### src/rtl/uart_pkg.sv
// Shared definitions for the configurable UART receiver: one-hot FSM state
// encoding, parity mode constants and counter width helper.
package uart_pkg;

  typedef enum logic [5:0] {
    ST_IDLE      = 6'b000001,
    ST_START     = 6'b000010,
    ST_DATA      = 6'b000100,
    ST_PARITY    = 6'b001000,
    ST_STOP      = 6'b010000,
    ST_WAIT_IDLE = 6'b100000
  } state_e;

  localparam int PAR_NONE = 0;
  localparam int PAR_ODD  = 1;
  localparam int PAR_EVEN = 2;

  function automatic int cnt_width(input int range_val);
    return (range_val > 1) ? $clog2(range_val) : 1;
  endfunction

endpackage

### src/rtl/uart_rx_sampler.sv
// Input synchroniser plus 3-sample majority voter around the bit centre;
// emits one bit_val/bit_strobe decision per bit period.
module uart_rx_sampler #(
  parameter int OVERSAMPLE = 16,
  parameter int TW         = 4
) (
  input  logic          i_clock,
  input  logic          i_reset_n,
  input  logic          i_tick,
  input  logic          i_rx,
  input  logic [TW-1:0] i_tcnt,
  output logic          o_rx_s,
  output logic          o_bit_val,
  output logic          o_bit_strobe
);

  localparam int M = OVERSAMPLE / 2;
  localparam logic [TW-1:0] T_EARLY  = TW'(M - 1);
  localparam logic [TW-1:0] T_CENTRE = TW'(M);
  localparam logic [TW-1:0] T_LATE   = TW'(M + 1);

  logic sync1_q, sync1_d;
  logic sync2_q, sync2_d;
  logic smp0_q, smp0_d;
  logic smp1_q, smp1_d;

  // NOTE: every variable gets a default at the top of always_comb, so no
  // path leaves it unassigned and no latch is inferred.
  always_comb begin
    sync1_d = i_rx;
    sync2_d = sync1_q;
    smp0_d  = smp0_q;
    smp1_d  = smp1_q;
    if (i_tick && (i_tcnt == T_EARLY))  smp0_d = sync2_q;
    if (i_tick && (i_tcnt == T_CENTRE)) smp1_d = sync2_q;
  end

  // The third sample is the live synchronised value on the decision tick.
  assign o_rx_s       = sync2_q;
  assign o_bit_strobe = i_tick && (i_tcnt == T_LATE);
  assign o_bit_val    = (smp0_q & smp1_q) | (smp0_q & sync2_q) | (smp1_q & sync2_q);

  // NOTE: sequential state uses non-blocking assignments so every flop
  // samples pre-edge values regardless of statement order.
  always_ff @(posedge i_clock) begin
    if (!i_reset_n) begin
      sync1_q <= 1'b1;
      sync2_q <= 1'b1;
      smp0_q  <= 1'b1;
      smp1_q  <= 1'b1;
    end else begin
      sync1_q <= sync1_d;
      sync2_q <= sync2_d;
      smp0_q  <= smp0_d;
      smp1_q  <= smp1_d;
    end
  end

endmodule

### src/rtl/uart_rx_cfg.sv
// Configurable UART receiver: frame FSM, shift register, parity accumulator
// and registered frame outputs with one o_valid pulse per frame.
module uart_rx_cfg
  import uart_pkg::*;
#(
  parameter int DATA_BITS  = 8,
  parameter int OVERSAMPLE = 16,
  parameter int PARITY     = 0,
  parameter int STOP_BITS  = 1
) (
  input  logic                 i_clock,
  input  logic                 i_reset_n,
  input  logic                 i_tick,
  input  logic                 i_rx,
  output logic [DATA_BITS-1:0] o_data,
  output logic                 o_valid,
  output logic                 o_parity_err,
  output logic                 o_frame_err,
  output logic                 o_busy
);

  localparam int TW = cnt_width(OVERSAMPLE);
  localparam int IW = cnt_width(DATA_BITS);
  localparam logic [TW-1:0] T_LAST = TW'(OVERSAMPLE - 1);
  localparam logic [IW-1:0] I_LAST = IW'(DATA_BITS - 1);
  localparam logic          S_LAST = 1'(STOP_BITS - 1);

  state_e               state_q, state_d;
  logic [TW-1:0]        tcnt_q, tcnt_d;
  logic [IW-1:0]        bidx_q, bidx_d;
  logic                 sidx_q, sidx_d;
  logic [DATA_BITS-1:0] shift_q, shift_d;
  logic                 par_q, par_d;
  logic                 ferr_acc_q, ferr_acc_d;
  logic [DATA_BITS-1:0] data_q, data_d;
  logic                 valid_q, valid_d;
  logic                 perr_q, perr_d;
  logic                 frame_q, frame_d;
  logic                 busy_q, busy_d;

  logic rx_s, bit_val, bit_strobe;
  logic period_end, done, parity_bad;

  uart_rx_sampler #(
    .OVERSAMPLE(OVERSAMPLE),
    .TW        (TW)
  ) u_sampler (
    .i_clock     (i_clock),
    .i_reset_n   (i_reset_n),
    .i_tick      (i_tick),
    .i_rx        (i_rx),
    .i_tcnt      (tcnt_q),
    .o_rx_s      (rx_s),
    .o_bit_val   (bit_val),
    .o_bit_strobe(bit_strobe)
  );

  assign period_end = i_tick && (tcnt_q == T_LAST);
  assign done       = (state_q == ST_STOP) && bit_strobe && (sidx_q == S_LAST);

  always_comb begin
    case (PARITY)
      PAR_ODD:  parity_bad = ~par_q;
      PAR_EVEN: parity_bad = par_q;
      default:  parity_bad = 1'b0;
    endcase
  end

  // Next-state and datapath update logic.
  always_comb begin
    state_d    = state_q;
    tcnt_d     = tcnt_q;
    bidx_d     = bidx_q;
    sidx_d     = sidx_q;
    shift_d    = shift_q;
    par_d      = par_q;
    ferr_acc_d = ferr_acc_q;
    if (i_tick) tcnt_d = (tcnt_q == T_LAST) ? '0 : tcnt_q + TW'(1);

    case (state_q)
      ST_IDLE: begin
        tcnt_d = '0;
        if (i_tick && !rx_s) begin
          state_d    = ST_START;
          tcnt_d     = TW'(1);
          par_d      = 1'b0;
          ferr_acc_d = 1'b0;
        end
      end
      ST_START: begin
        if (bit_strobe && bit_val) begin
          state_d = ST_IDLE;
          tcnt_d  = '0;
        end else if (period_end) begin
          state_d = ST_DATA;
          bidx_d  = '0;
        end
      end
      ST_DATA: begin
        if (bit_strobe) begin
          shift_d = {bit_val, shift_q[DATA_BITS-1:1]};
          par_d   = par_q ^ bit_val;
        end
        if (period_end) begin
          if (bidx_q == I_LAST) begin
            state_d = (PARITY != PAR_NONE) ? ST_PARITY : ST_STOP;
            sidx_d  = 1'b0;
          end else begin
            bidx_d = bidx_q + IW'(1);
          end
        end
      end
      ST_PARITY: begin
        if (bit_strobe) par_d = par_q ^ bit_val;
        if (period_end) begin
          state_d = ST_STOP;
          sidx_d  = 1'b0;
        end
      end
      ST_STOP: begin
        if (bit_strobe) begin
          ferr_acc_d = ferr_acc_q | ~bit_val;
          // Final stop bit ends the frame at its centre, leaving half a
          // bit of slack before a back-to-back start edge.
          if (sidx_q == S_LAST) begin
            state_d = bit_val ? ST_IDLE : ST_WAIT_IDLE;
            tcnt_d  = '0;
          end
        end else if (period_end) begin
          sidx_d = sidx_q + 1'b1;
        end
      end
      ST_WAIT_IDLE: begin
        tcnt_d = '0;
        if (i_tick && rx_s) state_d = ST_IDLE;
      end
      default: begin
        state_d = ST_IDLE;
        tcnt_d  = '0;
      end
    endcase
  end

  // Registered outputs, loaded together on frame completion.
  always_comb begin
    busy_d  = !((state_d == ST_IDLE) || (state_d == ST_WAIT_IDLE));
    valid_d = done;
    data_d  = done ? shift_q : data_q;
    perr_d  = done ? parity_bad : perr_q;
    frame_d = done ? (ferr_acc_q | ~bit_val) : frame_q;
  end

  always_ff @(posedge i_clock) begin
    if (!i_reset_n) state_q <= ST_IDLE;
    else            state_q <= state_d;
  end

  always_ff @(posedge i_clock) begin
    if (!i_reset_n) begin
      tcnt_q     <= '0;
      bidx_q     <= '0;
      sidx_q     <= 1'b0;
      shift_q    <= '0;
      par_q      <= 1'b0;
      ferr_acc_q <= 1'b0;
      data_q     <= '0;
      valid_q    <= 1'b0;
      perr_q     <= 1'b0;
      frame_q    <= 1'b0;
      busy_q     <= 1'b0;
    end else begin
      tcnt_q     <= tcnt_d;
      bidx_q     <= bidx_d;
      sidx_q     <= sidx_d;
      shift_q    <= shift_d;
      par_q      <= par_d;
      ferr_acc_q <= ferr_acc_d;
      data_q     <= data_d;
      valid_q    <= valid_d;
      perr_q     <= perr_d;
      frame_q    <= frame_d;
      busy_q     <= busy_d;
    end
  end

  assign o_data       = data_q;
  assign o_valid      = valid_q;
  assign o_parity_err = perr_q;
  assign o_frame_err  = frame_q;
  assign o_busy       = busy_q;

endmodule

### config.mk
export PLATFORM = sky130hd
export DESIGN_NAME = uart_rx_cfg
export DESIGN_NICKNAME = d
export VERILOG_FILES = /design/src/rtl/uart_pkg.sv /design/src/rtl/uart_rx_sampler.sv /design/src/rtl/uart_rx_cfg.sv
export SDC_FILE = /design/constraint.sdc
export NUM_CORES = 1
export LEC_CHECK = 0
export BUFFER_PORTS_ARGS = -buffer_cell sky130_fd_sc_hd__buf_2
export CORE_AREA = 2 2 67 69
export DETAILED_ROUTE_END_ITERATION = 7
export DIE_AREA = 0 0 69 71
export PLACE_DENSITY = 0.71
export SYNTH_ARGS = -nofsm -noshare
export SYNTH_HDL_FRONTEND = slang
export SYNTH_SLANG_ARGS = --single-unit
export TNS_END_PERCENT = 5
### constraint.sdc
create_clock -name i_clock -period 1.8 [get_ports i_clock]
set_input_delay 0.09 -clock i_clock [delete_from_list [all_inputs] [get_ports i_clock]]
set_output_delay 0.09 -clock i_clock [all_outputs]
set_load 0.005 [all_outputs]
======== Yosys cells after proc, flatten, opt, wreduce, memory -nomap -nowiden ========
Index checks and enable logic that the tools add are counted.
word-level totals
  flip-flop bits (word level) ............. 38
  input port bits ......................... 4
  logic and storage cells ................. 100
cells by class
  add/subtract/negate cells ............... 3
  equal/unequal tests ..................... 23
  multiplexer cells ....................... 32
  bitwise operators ....................... 8
  reductions and logical operators ........ 20
operator list
  cell                                                                    number
  6-bit two-way mux                                                       10
  6-bit case mux with 6 select lines                                      1
  4-bit two-way mux                                                       5
  2-bit != test (second input constant)                                   10
  4-bit case mux with 4 select lines                                      1
  4-bit equality test (second input constant)                             3
  6-bit by 1-bit equality test with 1-bit output (second input constant)  2
  6-bit equality test (second input constant)                             2
  3-bit two-way mux                                                       4
  1-bit logical AND                                                       9
  1-bit two-way mux                                                       8
  6-bit by 2-bit equality test with 1-bit output (second input constant)  1
  6-bit by 3-bit equality test with 1-bit output (second input constant)  1
  6-bit by 4-bit equality test with 1-bit output (second input constant)  1
  6-bit by 5-bit equality test with 1-bit output (second input constant)  1
  3-bit case mux with 2 select lines                                      1
  6-bit AND reduction                                                     1
  5-bit AND reduction                                                     1
  4-bit by 1-bit adder with 4-bit output (second input constant)          1
  4-bit by 3-bit equality test with 1-bit output (second input constant)  1
  2-bit nonzero test                                                      2
  3-bit by 1-bit adder with 3-bit output (second input constant)          1
  1-bit AND                                                               3
  3-bit equality test (second input constant)                             1
  11 further kinds                                                        15

======== Logic depth before layout (Yosys ltp) ========
Gate-level depths: netlist of run 1.
  depth after elaboration ................. 10
  mapped depth ............................ 8

======== Modules after synthesis ========
Synthesis of run 1 repeated with hierarchy kept, for this count alone.
unflattened totals
  cell total of the unflattened synthesis .. 229
  area, all modules ....................... 1,903.1 um^2
modules (own cells, without submodules)
  module           times used  cells each  area each (um^2)
  uart_rx_cfg      1           211         1,727.9
  uart_rx_sampler  1           18          175.2

======== Worst setup path after synthesis of run 1 ========
Ideal clock, no wire load.
  kind .................................... register to register
  from .................................... register state_q[4]
  to ...................................... register busy_q, in the netlist o_busy
  library setup time ...................... 0.117 ns
  arrival time ............................ 1.534 ns
  required time ........................... 1.683 ns
  slack ................................... 0.150 ns
  cell stages (with the launch flop) ...... 6
  clock period less this slack ............ 1.650 ns
  cells stage by stage .................... dfxtp_1 -> clkbuf_1 -> xor2_1 -> a221o_1 -> a221oi_2 -> and4b_1
on the way
  cells in the longest elaborated chain, start to end .. 6
ends and longest elaborated chain
  item                                                                                          line                                                       text
  start, declared                                                                               uart_rx_cfg.sv:28                                          state_e state_q, state_d;
  start signal, assigned                                                                        uart_rx_cfg.sv:155                                         else state_q <= state_d;
  6-bit two-way mux (on tied branches)                                                          uart_rx_cfg.sv:125, uart_rx_cfg.sv:94, uart_rx_cfg.sv:105
  6-bit two-way mux (on tied branches)                                                          uart_rx_cfg.sv:121, uart_rx_cfg.sv:91, uart_rx_cfg.sv:104
  6-bit case mux with 6 select lines *                                                          uart_rx_cfg.sv:80                                          case (state_q)
  6-bit by 1-bit equality test with 1-bit output / 6-bit equality test (equally long branches)  uart_rx_cfg.sv:146                                         busy_d = !((state_d == ST_IDLE) || (state_d == ST_WAIT_IDLE));
  1-bit logical OR *                                                                            uart_rx_cfg.sv:146
  1-bit zero test *                                                                             uart_rx_cfg.sv:146
  end signal, assigned                                                                          uart_rx_cfg.sv:182                                         busy_q <= busy_d;
  end, declared                                                                                 uart_rx_cfg.sv:39                                          logic busy_q, busy_d;
Mark *: on every way between the ends. The rest lies on a longest branch, timed or not.
A chain may end at the register's enable or synchronous reset.

======== Worst setup path in the final report of run 1 ========
  from .................................... register state_q[5]
  to ...................................... register bidx_q[2]
on the way
  cells in the longest elaborated chain, start to end .. 3
ends and longest elaborated chain
  item                                                                                                                     line                text
  6-bit by 3-bit equality test with 1-bit output / 6-bit by 2-bit equality test with 1-bit output (equally long branches)  uart_rx_cfg.sv:80
  2-bit != test (no source line) / 2-bit nonzero test (equally long branches)                                              -
  5-bit AND reduction (no source line)                                                                                     -
  end signal, assigned                                                                                                     uart_rx_cfg.sv:173  bidx_q <= bidx_d;
  end, declared                                                                                                            uart_rx_cfg.sv:30   logic [IW-1:0] bidx_q, bidx_d;
Several ways; a longest one is shown, not always the timed one.

==> metrics.cfg, run 1 <==
[critical_path]
critical-path-top-delay-family = simple AND/OR/NAND/NOR gates
critPathBufInv = 1
timing.critical_path.cells = buf_4 > or4_4 > nor3_1 > o21a_2 > mux2i_1
maximum_cell_stage_delay_along_the_critical_path_ns = 0.50
critical_path.startpoint_type = flop
cp_data_arrival_time_ns = 1.96
worst_r2r_path_depth = 5
r2r-end = bidx_q[2]$_SDFFE_PN0P_
r2r_setup_slack_ns = 0.06
end_kind = flop
critical_path_class = flop to flop
timing.rr.start = state_q[5]$_SDFF_PN0_
path_max_fanout = 7
worst_setup_path_startpoint = state_q[5]$_SDFF_PN0_
critical_path_required_ns = 2.03
crit_slowest_cell = sky130_fd_sc_hd__or4_4

[yosys]
ys_ff_latch = 38
yosys.cell_types.count = 51
synthesis.yosys.warnings = 0
synth_top_area_cells = sky130_fd_sc_hd__dfxtp_1 39%, sky130_fd_sc_hd__mux2i_1 7.6%, sky130_fd_sc_hd__nor2b_1 4.4%
synthTopCellsByCount = 38 x sky130_fd_sc_hd__dfxtp_1, 20 x sky130_fd_sc_hd__nand2_1, 15 x sky130_fd_sc_hd__mux2i_1
synth.cell_area_mm2 = 0.00197
ys.flop_type = sky130_fd_sc_hd__dfxtp_1
async_flop_share_pct = 0
post_synth.cell_area_avg_um2 = 9.27
post-synth-top-count-cell = sky130_fd_sc_hd__dfxtp_1
syn-num-nets = 222
number_of_synthesized_flops_with_an_enable_pin = 0
postSynthCellCount = 213
synth_largest_type_area_fraction_pct = 38.5
share_of_the_yosys_chip_area_belonging_to_registers_pct = 38.5
post-synth-top-area-cell = sky130_fd_sc_hd__dfxtp_1

[timing]
rsz0062_at_grt = yes
post-route-worst-setup-slack_ns = 0.0640
final-setup-viol-count = 0
min_period_ns = 1.74
timing.clock.skew_ns = 0.00692
period_share_pct = 96.4
fmax_mhz = 576
hold_viol_final = 0
fin_setup_tns_ns = 0
holdWs_ns = 0.204
drv_slew = 0

[routing]
drtPass1Iterations = 4
average_routed_wire_per_standard_cell_um = 14.3
detail_route.wirelength_um = 4240
vias_cell = 5.49
drtAntennaViolNets = 0
routed_via_count = 1631
detail_route.drc_violations = 0
drtIter0Drc = 78

[placed_design]
dp_hpwl_um = 2950
gp_routability_congestion = 0.799
place_area_mm2 = 0.00224
preCtsSetupSlack_ns = 0.0116
io_buffers = 14

[global_routing]
first_global_vias = 1523
grt_antenna_before_repair = 0
grt_pass1_wl_um = 7160
grt_remaining_overflow = 0
grt_start_max_net_pins = 36
grtUsageTotal_pct = 18.1

[floorplanning]
fp.dieArea_mm2 = 0.00490
ios = 16
initial_core_util_pct = 47.0
floorplan_core_area_mm2 = 0.00420
placementRows = 24
floorplan.die.height_um = 71
die-width_um = 69

[pwr]
irDropWorstVdd_uv = 511
clock_power_share_pct = 43.5
sw_frac_of_total_pct = 21.0
power_frac_seq_pct = 50.5
intPower_mw = 1.34
power.combinational.fraction_pct = 6.0
power.leakage_nw = 0.933
power.density_cell_area_mw_per_mm2 = 701
power.switching_uw = 357

[min_path]
hold-path-cell-count = 3
hold_crit_endpoint = state_q[1]$_SDFF_PN0_
min_path_type = input pin to flop
hp-start = i_reset_n

[cts]
clock_sinks = 38
cts-buffers-inserted = 5
cts.repair_timing.setup_buffer_count = 0
clock_tree_buf_depth = 2
clk_root_buffer_cell = sky130_fd_sc_hd__clkbuf_8
clk_latency_ns = 0.29
tritoncts = built
clkTransAtPathRegs_ns = 0.07
cts.htree.levels = 2

[final_layout]
post_layout_instance_area_mm2 = 0.00242
layout.core_utilization_pct = 57.6
synthToLayoutAreaGrowth_pct = 22.6
post_route_cells_drive_above_1_share_pct = 26.9
final_net_count = 254
antennaDiodeCount = 0

[outcome]
status = completed

[job]
drv_cap = 0

-- cells by family (layout without fill, tap and decap cells) --
kind of cell / after synthesis / in the layout / synth area share [%]
buffers and inverters: 19 / 51 / 4.69
AND/OR/NAND/NOR: 94 / 94 / 28.3
other: 1 / 1 / 0.190
AO/OA/AOI/OAI: 37 / 37 / 15.7
adder cells (fa/ha/maj): 6 / 6 / 3.68
flip-flops: 38 / 38 / 38.5
XOR/XNOR: 3 / 3 / 1.33
multiplexers: 15 / 15 / 7.60
-- worst register-to-register path, stage by stage, from the launching register on --
cell and delay (ns):
sky130_fd_sc_hd__dfxtp_1 0.39, sky130_fd_sc_hd__buf_4 0.17, sky130_fd_sc_hd__or4_4 0.50, sky130_fd_sc_hd__nor3_1 0.21
sky130_fd_sc_hd__o21a_2 0.22, sky130_fd_sc_hd__mux2i_1 0.18
-- timing repair --
action                                  4_1_cts  5_1_grt
cloned                                        0        0
gates resized for setup                       1       13
endpoints found under the setup margin        1       14
hold endpoints to repair                      1        0
pin swaps                                     0        4
hold buffers                                  1        0
-- sequential cells by signal, summed over array words and instances, names as in the netlist --
signal             count
bidx_q                 3
ferr_acc_q             1
o_busy                 1
o_data                 8
o_frame_err            1
o_valid                1
shift_q                8
sidx_q                 1
state_q                6
tcnt_q                 4
u_sampler.o_rx_s       1
u_sampler.smp0_q       1
u_sampler.smp1_q       1
u_sampler.sync1_q      1
-- per-stage QoR --
stage	instances	power, mW
after floorplan	213	0.933
after global routing	297	1.76
after detailed placement	289	0.967
final	297	1.70
after CTS	297	1.71
after global placement	289	0.967
-- final cells by class --
cell class	instances	area (um^2)
multi-input combinational	156	1170
inverter	4	15.0
clock inverter	1	30.0
fill	388	1780
sequential	38	766
clock buffer	6	82.6
timing repair buffer	40	293
tap	52	65.1
-- placed cells by master, fill, tap and decap left out, types with 6 or more instances in the layout --
master,n
sky130_fd_sc_hd__clkbuf_8,6
sky130_fd_sc_hd__buf_2,14
sky130_fd_sc_hd__nor2b_1,14
sky130_fd_sc_hd__dfxtp_1,34
sky130_fd_sc_hd__a21boi_0,9
sky130_fd_sc_hd__nand2b_1,8
sky130_fd_sc_hd__buf_4,23
sky130_fd_sc_hd__nand2_1,20
sky130_fd_sc_hd__mux2i_1,15
sky130_fd_sc_hd__nand3_1,12
-- per-layer routing --
metal	vias to the layer above	GRT usage [%]	routed length [um]
met5	-	0	0
met2	24	27.7	1980
met3	5	3.85	141
li1	828	-	-
met4	0	7.84	65
met1	774	24.8	2050
-- power by group through the flow --
stage | registers [mW] | logic, mW | clock network, mW
CTS | 0.855 | 0.0942 | 0.759
global route | 0.856 | 0.111 | 0.797
global placement | 0.874 | 0.0925 | 0
floorplan | 0.871 | 0.0620 | 0
detailed placement | 0.874 | 0.0921 | 0
finish | 0.856 | 0.102 | 0.738
-- how the worst max path moves through the flow --
stage / cells after the start / slack (ns) / end
final: 5 / 0.06 / bidx_q[2]$_SDFFE_PN0P_
after global routing: 7 / -0.03 / tcnt_q[0]$_SDFF_PN0_
after CTS: 4 / 0.009 / tcnt_q[0]$_SDFF_PN0_
after detailed placement: 7 / 0.01 / tcnt_q[0]$_SDFF_PN0_
after global placement: 5 / 0.006 / o_busy$_SDFF_PN0_
after floorplan: 5 / 0.15 / o_busy$_SDFF_PN0_
No activity file was read; power rests on OpenSTA's default activity.
==> inputs of run 2 (changes only) <==
Settings changed: HOLD_SLACK_MARGIN set to 0.12, MAX_ROUTING_LAYER set to met4.
==> metrics.cfg, run 2 (synthesis gave the netlist of run 1 again) <==
[pwr]
power_frac_seq_pct = 50.5  ; about the same
clock_power_share_pct = 43.5  ; about the same
power.leakage_nw = 0.933  ; unchanged
power_mw = 1.70  ; about the same
sw_frac_of_total_pct = 21.1  ; about the same
power.density_cell_area_mw_per_mm2 = 701  ; about the same
intPower_mw = 1.34  ; about the same
irDropWorstVdd_uv = 511  ; about the same
power.switching_uw = 357  ; +0.12%
power.combinational.fraction_pct = 6.0  ; about the same

[cts]
clk_latency_ns = 0.29  ; about the same
tritoncts = built
clock_tree_buf_depth = 2  ; unchanged
cts.htree.levels = 2  ; unchanged
cts-buffers-inserted = 5  ; unchanged
clk_root_buffer_cell = sky130_fd_sc_hd__clkbuf_8
cts.repair_timing.setup_buffer_count = 0  ; unchanged
clock_sinks = 38  ; unchanged
clkTransAtPathRegs_ns = 0.07  ; about the same

[placed_design]
io_buffers = 14  ; unchanged
gp_routability_congestion = 0.810  ; +1.4%
dp_hpwl_um = 2950  ; unchanged
place_inst = 289  ; unchanged

[global_routing]
first_global_vias = 1529  ; +0.39%
grt_remaining_overflow = 0  ; unchanged
grt_antenna_before_repair = 0  ; unchanged
grtUsageTotal_pct = 18.6  ; +0.52 points
grt_pass1_wl_um = 7140  ; -0.29%
grt_start_max_net_pins = 36  ; unchanged

[job]
drv_cap = 0  ; unchanged

[critical_path]
path_max_fanout = 7  ; unchanged
r2r_setup_slack_ns = 0.06  ; about the same
critical_path.startpoint_type = flop
critical_path_class = flop to flop
end_kind = flop
critical_path_required_ns = 2.03  ; about the same
cp_data_arrival_time_ns = 1.96  ; about the same

[final_layout]
synthToLayoutAreaGrowth_pct = 22.6  ; unchanged
num-fill-cells = 388  ; unchanged
final_net_count = 254  ; unchanged
layout_commonest_cell = sky130_fd_sc_hd__dfxtp_1
layout.core_utilization_pct = 57.6  ; unchanged
most_frequent_cells_in_the_layout = 34 x sky130_fd_sc_hd__dfxtp_1, 23 x sky130_fd_sc_hd__buf_4, 20 x sky130_fd_sc_hd__nand2_1
final_cells = 297  ; unchanged
post_route_cells_drive_above_1_share_pct = 26.9  ; unchanged
antennaDiodeCount = 0  ; unchanged

[timing]
drv_slew = 0  ; unchanged
fmax_mhz = 576  ; about the same
fin_setup_tns_ns = 0  ; unchanged
rsz0062_at_grt = yes
hold_viol_final = 0  ; unchanged
period_share_pct = 96.4  ; about the same
holdWs_ns = 0.202  ; -0.00192 ns
timing.clock.skew_ns = 0.00653  ; -0.000383 ns
min_period_ns = 1.74  ; -0.000559 ns
final-setup-viol-count = 0  ; unchanged

[floorplanning]
initial_core_util_pct = 47.0  ; unchanged
ios = 16  ; unchanged
floorplan.die.height_um = 71  ; unchanged
die-width_um = 69  ; unchanged
placementRows = 24  ; unchanged
fp.dieArea_mm2 = 0.00490  ; unchanged
floorplan_core_area_mm2 = 0.00420  ; unchanged

[routing]
detail_route.drc_violations = 0  ; unchanged
drtAntennaViolNets = 0  ; unchanged
average_routed_wire_per_standard_cell_um = 14.2  ; -0.12%
met2_length_um = 1980  ; +0.15%
routed_met1_length_um = 2020  ; -1.2%
vias_cell = 5.53  ; +0.61%
drtPass1Iterations = 4  ; unchanged
maxUsedRoutingLayer = met4
drtIter0Drc = 85  ; +9.0%
routed_via_count = 1641  ; +0.61%
met3_wirelength_um = 157  ; +11%
detail_route.wirelength_um = 4230  ; -0.12%

[min_path]
min_path_type = input pin to flop

[outcome]
status = completed

run 2: cell counts in the layout (fill, tap and decap cells not counted):
Identical to the previous run, type by type.
run 2: routing by layer:
metal	vias up	track usage [%]
li1	828	-
met1	780	24.7
met2	27	27.7
met3	6	3.85
met4	0	7.84
met5	-	-
run 2: through the flow:
| stage | area [um^2] | setup WS [ns] |
|---|---|---|
| final | 2420 | 0.0646 |
| after floorplan | 1970 | 0.150 |
| after detailed placement | 2240 | 0.0116 |
| after global placement | 2240 | 0.00649 |
| after global routing | 2420 | -0.0318 |
| after CTS | 2370 | 0.00947 |
run 2: timing repair:
item,in CTS,in global routing
pin swaps,0,4
hold buffers,1,0
setup endpoints to repair,1,14
endpoints found under the hold margin,1,0
resized for setup,1,13
run 2: cell type report:
| type | instances | area [um^2] | share of cell area, % |
|---|---|---|---|
| clock inverters | 1 | 30.0 | 1.24 |
| multi-input cells | 156 | 1170 | 48.3 |
| well taps | 52 | 65.1 | 2.69 |
| flip-flops and latches | 38 | 766 | 31.6 |
| repair buffers | 40 | 293 | 12.1 |
| clock buffers | 6 | 82.6 | 3.41 |
| inverters | 4 | 15.0 | 0.620 |
run 2: path summary, 6_finish.rpt:
path                                                   start                          end  cells past startpoint
worst max register to register         state_q[5]$_SDFF_PN0_       bidx_q[2]$_SDFFE_PN0P_                      5
worst min-delay path                               i_reset_n        state_q[1]$_SDFF_PN0_                      3
worst max-delay path                   state_q[5]$_SDFF_PN0_       bidx_q[2]$_SDFFE_PN0P_                      5
worst min register to register  u_sampler.sync1_q$_SDFF_PN1_  u_sampler.o_rx_s$_SDFF_PN1_                      1
run 2: worst max-delay path: stages (launching register included):
cell and delay (ns):
sky130_fd_sc_hd__dfxtp_1 0.39, sky130_fd_sc_hd__buf_4 0.17, sky130_fd_sc_hd__or4_4 0.50, sky130_fd_sc_hd__nor3_1 0.21, sky130_fd_sc_hd__o21a_2 0.22, sky130_fd_sc_hd__mux2i_1 0.18
run 2: power groups by stage:
stage	registers, mW	clock network (mW)	logic [mW]
3_5_place_dp	0.874	0	0.0921
2_1_floorplan	0.871	0	0.0620
3_3_place_gp	0.874	0	0.0925
6_report	0.856	0.738	0.102
5_1_grt	0.856	0.795	0.111
4_1_cts	0.855	0.759	0.0942
==> inputs of run 3 (changes only) <==
Settings changed: CELL_PAD_IN_SITES_DETAIL_PLACEMENT set to 0, CELL_PAD_IN_SITES_GLOBAL_PLACEMENT set to 1, CORE_AREA 2 2 67 69 to 2 2 70 72, DIE_AREA 0 0 69 71 to 0 0 72 74, PLACE_DENSITY 0.71 to 0.8.
==> metrics.cfg, run 3 (synthesis gave the netlist of run 1 again) <==
[outcome]
status = completed

[routing]
average_routed_wire_per_standard_cell_um = 13.9  ; -2.5%
vias_cell = 5.38  ; -2.6%
detail_route.drc_violations = 0  ; unchanged
drtAntennaViolNets = 0  ; unchanged
detail_route.wirelength_um = 4170  ; -1.5%
drtIter0Drc = 60  ; -29%
routed_via_count = 1615  ; -1.6%
drtPass1Iterations = 4  ; unchanged

[pwr]
sw_frac_of_total_pct = 20.4  ; -0.71 points
power.leakage_nw = 0.922  ; -1.1%
power.switching_uw = 341  ; -4.6%
intPower_mw = 1.33  ; -0.40%
power.density_cell_area_mw_per_mm2 = 702  ; +0.17%
power_frac_seq_pct = 51.1  ; +0.6 points
power.combinational.fraction_pct = 5.6  ; -0.4 points
clock_power_share_pct = 43.3  ; -0.2 points
irDropWorstVdd_uv = 559  ; +9.5%

[cts]
cts.htree.levels = 2  ; unchanged
clock_sinks = 38  ; unchanged
tritoncts = built
clock_tree_buf_depth = 2  ; unchanged
clk_latency_ns = 0.29  ; about the same
cts-buffers-inserted = 5  ; unchanged
clkTransAtPathRegs_ns = 0.07  ; about the same
clk_root_buffer_cell = sky130_fd_sc_hd__clkbuf_8

[floorplanning]
fp.dieArea_mm2 = 0.00533  ; +8.8%
floorplan_core_area_mm2 = 0.00460  ; +9.4%
floorplan.die.height_um = 74  ; +4.2%
placementRows = 25  ; +4.2%
ios = 16  ; unchanged
initial_core_util_pct = 42.9  ; -4.0 points
die-width_um = 72  ; +4.3%

[timing]
period_share_pct = 97.9  ; +1.5 points
worstMarginPinSlew_ns = 0.662
fmax_mhz = 568  ; -1.5%
min_period_ns = 1.76  ; +0.0264 ns
rsz0062_at_grt = yes
timing.clock.skew_ns = 0.00261  ; -0.00392 ns
drv_slew = 0  ; unchanged
post-route-worst-setup-slack_ns = 0.0382  ; -0.0264 ns
slew_headroom_pct = 55.3
hold_viol_final = 0  ; unchanged
final-setup-viol-count = 0  ; unchanged

[final_layout]
layout_commonest_cell = sky130_fd_sc_hd__dfxtp_1
final_cells = 300  ; +1.0%
antennaDiodeCount = 0  ; unchanged
final_net_count = 255  ; +0.39%
synthToLayoutAreaGrowth_pct = 20.8
most_frequent_cells_in_the_layout = 35 x sky130_fd_sc_hd__dfxtp_1, 23 x sky130_fd_sc_hd__buf_4, 20 x sky130_fd_sc_hd__nand2_1
post_route_cells_drive_above_1_share_pct = 25.2  ; -1.7 points

[min_path]
min_path_type = input pin to flop
hp-start = i_tick

[placed_design]
io_buffers = 14  ; unchanged
dp_hpwl_um = 3020  ; +2.3%
gp_routability_congestion = 0.841  ; +3.8%
preCtsSetupSlack_ns = 0.00764  ; -0.00397 ns
place_inst = 291  ; +0.69%

[critical_path]
end_kind = flop
critical_path_class = flop to flop
path_max_fanout = 6  ; -1
critical_path_required_ns = 1.98  ; -0.05 ns
cp_data_arrival_time_ns = 1.95  ; about the same
critical_path.startpoint_type = flop
timing.rr.start = state_q[5]$_SDFF_PN0_
worst_setup_path_startpoint = state_q[5]$_SDFF_PN0_

[global_routing]
grt_pass1_wl_um = 7160  ; +0.29%
grtUsageTotal_pct = 17.6  ; -1.0 points
grt_start_max_net_pins = 22  ; -39%
grt_remaining_overflow = 0  ; unchanged
grt_antenna_before_repair = 0  ; unchanged
first_global_vias = 1558  ; +1.9%

[job]
drv_cap = 0  ; unchanged

[run 3: critical path: stages, from the launching register on]
cell and delay (ns):
sky130_fd_sc_hd__dfxtp_1 0.36, sky130_fd_sc_hd__buf_4 0.16, sky130_fd_sc_hd__xor2_1 0.15, sky130_fd_sc_hd__a221o_1 0.34, sky130_fd_sc_hd__a221oi_2 0.40, sky130_fd_sc_hd__and4b_1 0.24
[run 3: repair_timing]
item                                    4_1_cts  5_1_grt
resized for setup                             1        9
setup buffers                                 0        0
endpoints found under the setup margin        1       27
endpoints found under the hold margin         2        0
hold buffers                                  2        0
[run 3: power groups by stage]
| stage | combinational (mW) | sequential (mW) | clock [mW] |
|---|---|---|---|
| global route | 0.103 | 0.857 | 0.781 |
| global placement | 0.0891 | 0.875 | 0 |
| CTS | 0.0920 | 0.856 | 0.746 |
| finish | 0.0933 | 0.856 | 0.726 |
| detailed placement | 0.0882 | 0.875 | 0 |
| floorplan | 0.0620 | 0.871 | 0 |
[run 3: metal layers]
metal,global-route usage [%],part of all wire [%],wire [um]
met2,26.2,43,1780
met3,3.39,3.0,125
met5,-,0,0
met1,23.4,53,2190
met4,7.55,1.7,72
[run 3: path summary, 6_finish.rpt]
check	to	slack (ns)	depth (start not counted)
worst min register to register	u_sampler.o_rx_s$_SDFF_PN1_	0.41	1
worst min-delay path	tcnt_q[1]$_SDFF_PN0_	0.27	3
worst max register to register	o_busy$_SDFF_PN0_	0.04	5
worst max-delay path	o_busy$_SDFF_PN0_	0.04	5
[run 3: through the flow]
| stage | hold slack (ns) | instance area [um^2] | power, mW | TNS, ns | util (%) |
|---|---|---|---|---|---|
| 2_1_floorplan | 0.191 | 1970 | 0.933 | 0 | - |
| 3_3_place_gp | 0.275 | 2230 | 0.964 | 0 | 48.6 |
| 3_5_place_dp | 0.277 | 2230 | 0.963 | 0 | 48.6 |
| 4_1_cts | 0.258 | 2370 | 1.69 | 0 | 51.5 |
| 5_1_grt | 0.279 | 2390 | 1.74 | -0.196 | 51.9 |
| 6_report | 0.266 | 2390 | 1.67 | 0 | 51.9 |
[run 3: area by class of cell]
type	count	area, um^2
Timing Repair Buffer	41	294
Fill cell	442	2210
Tap cell	54	67.6
Inverter	4	15.0
Clock inverter	1	30.0
Clock buffer	6	82.6
Sequential cell	38	764
Multi-Input combinational cell	156	1130
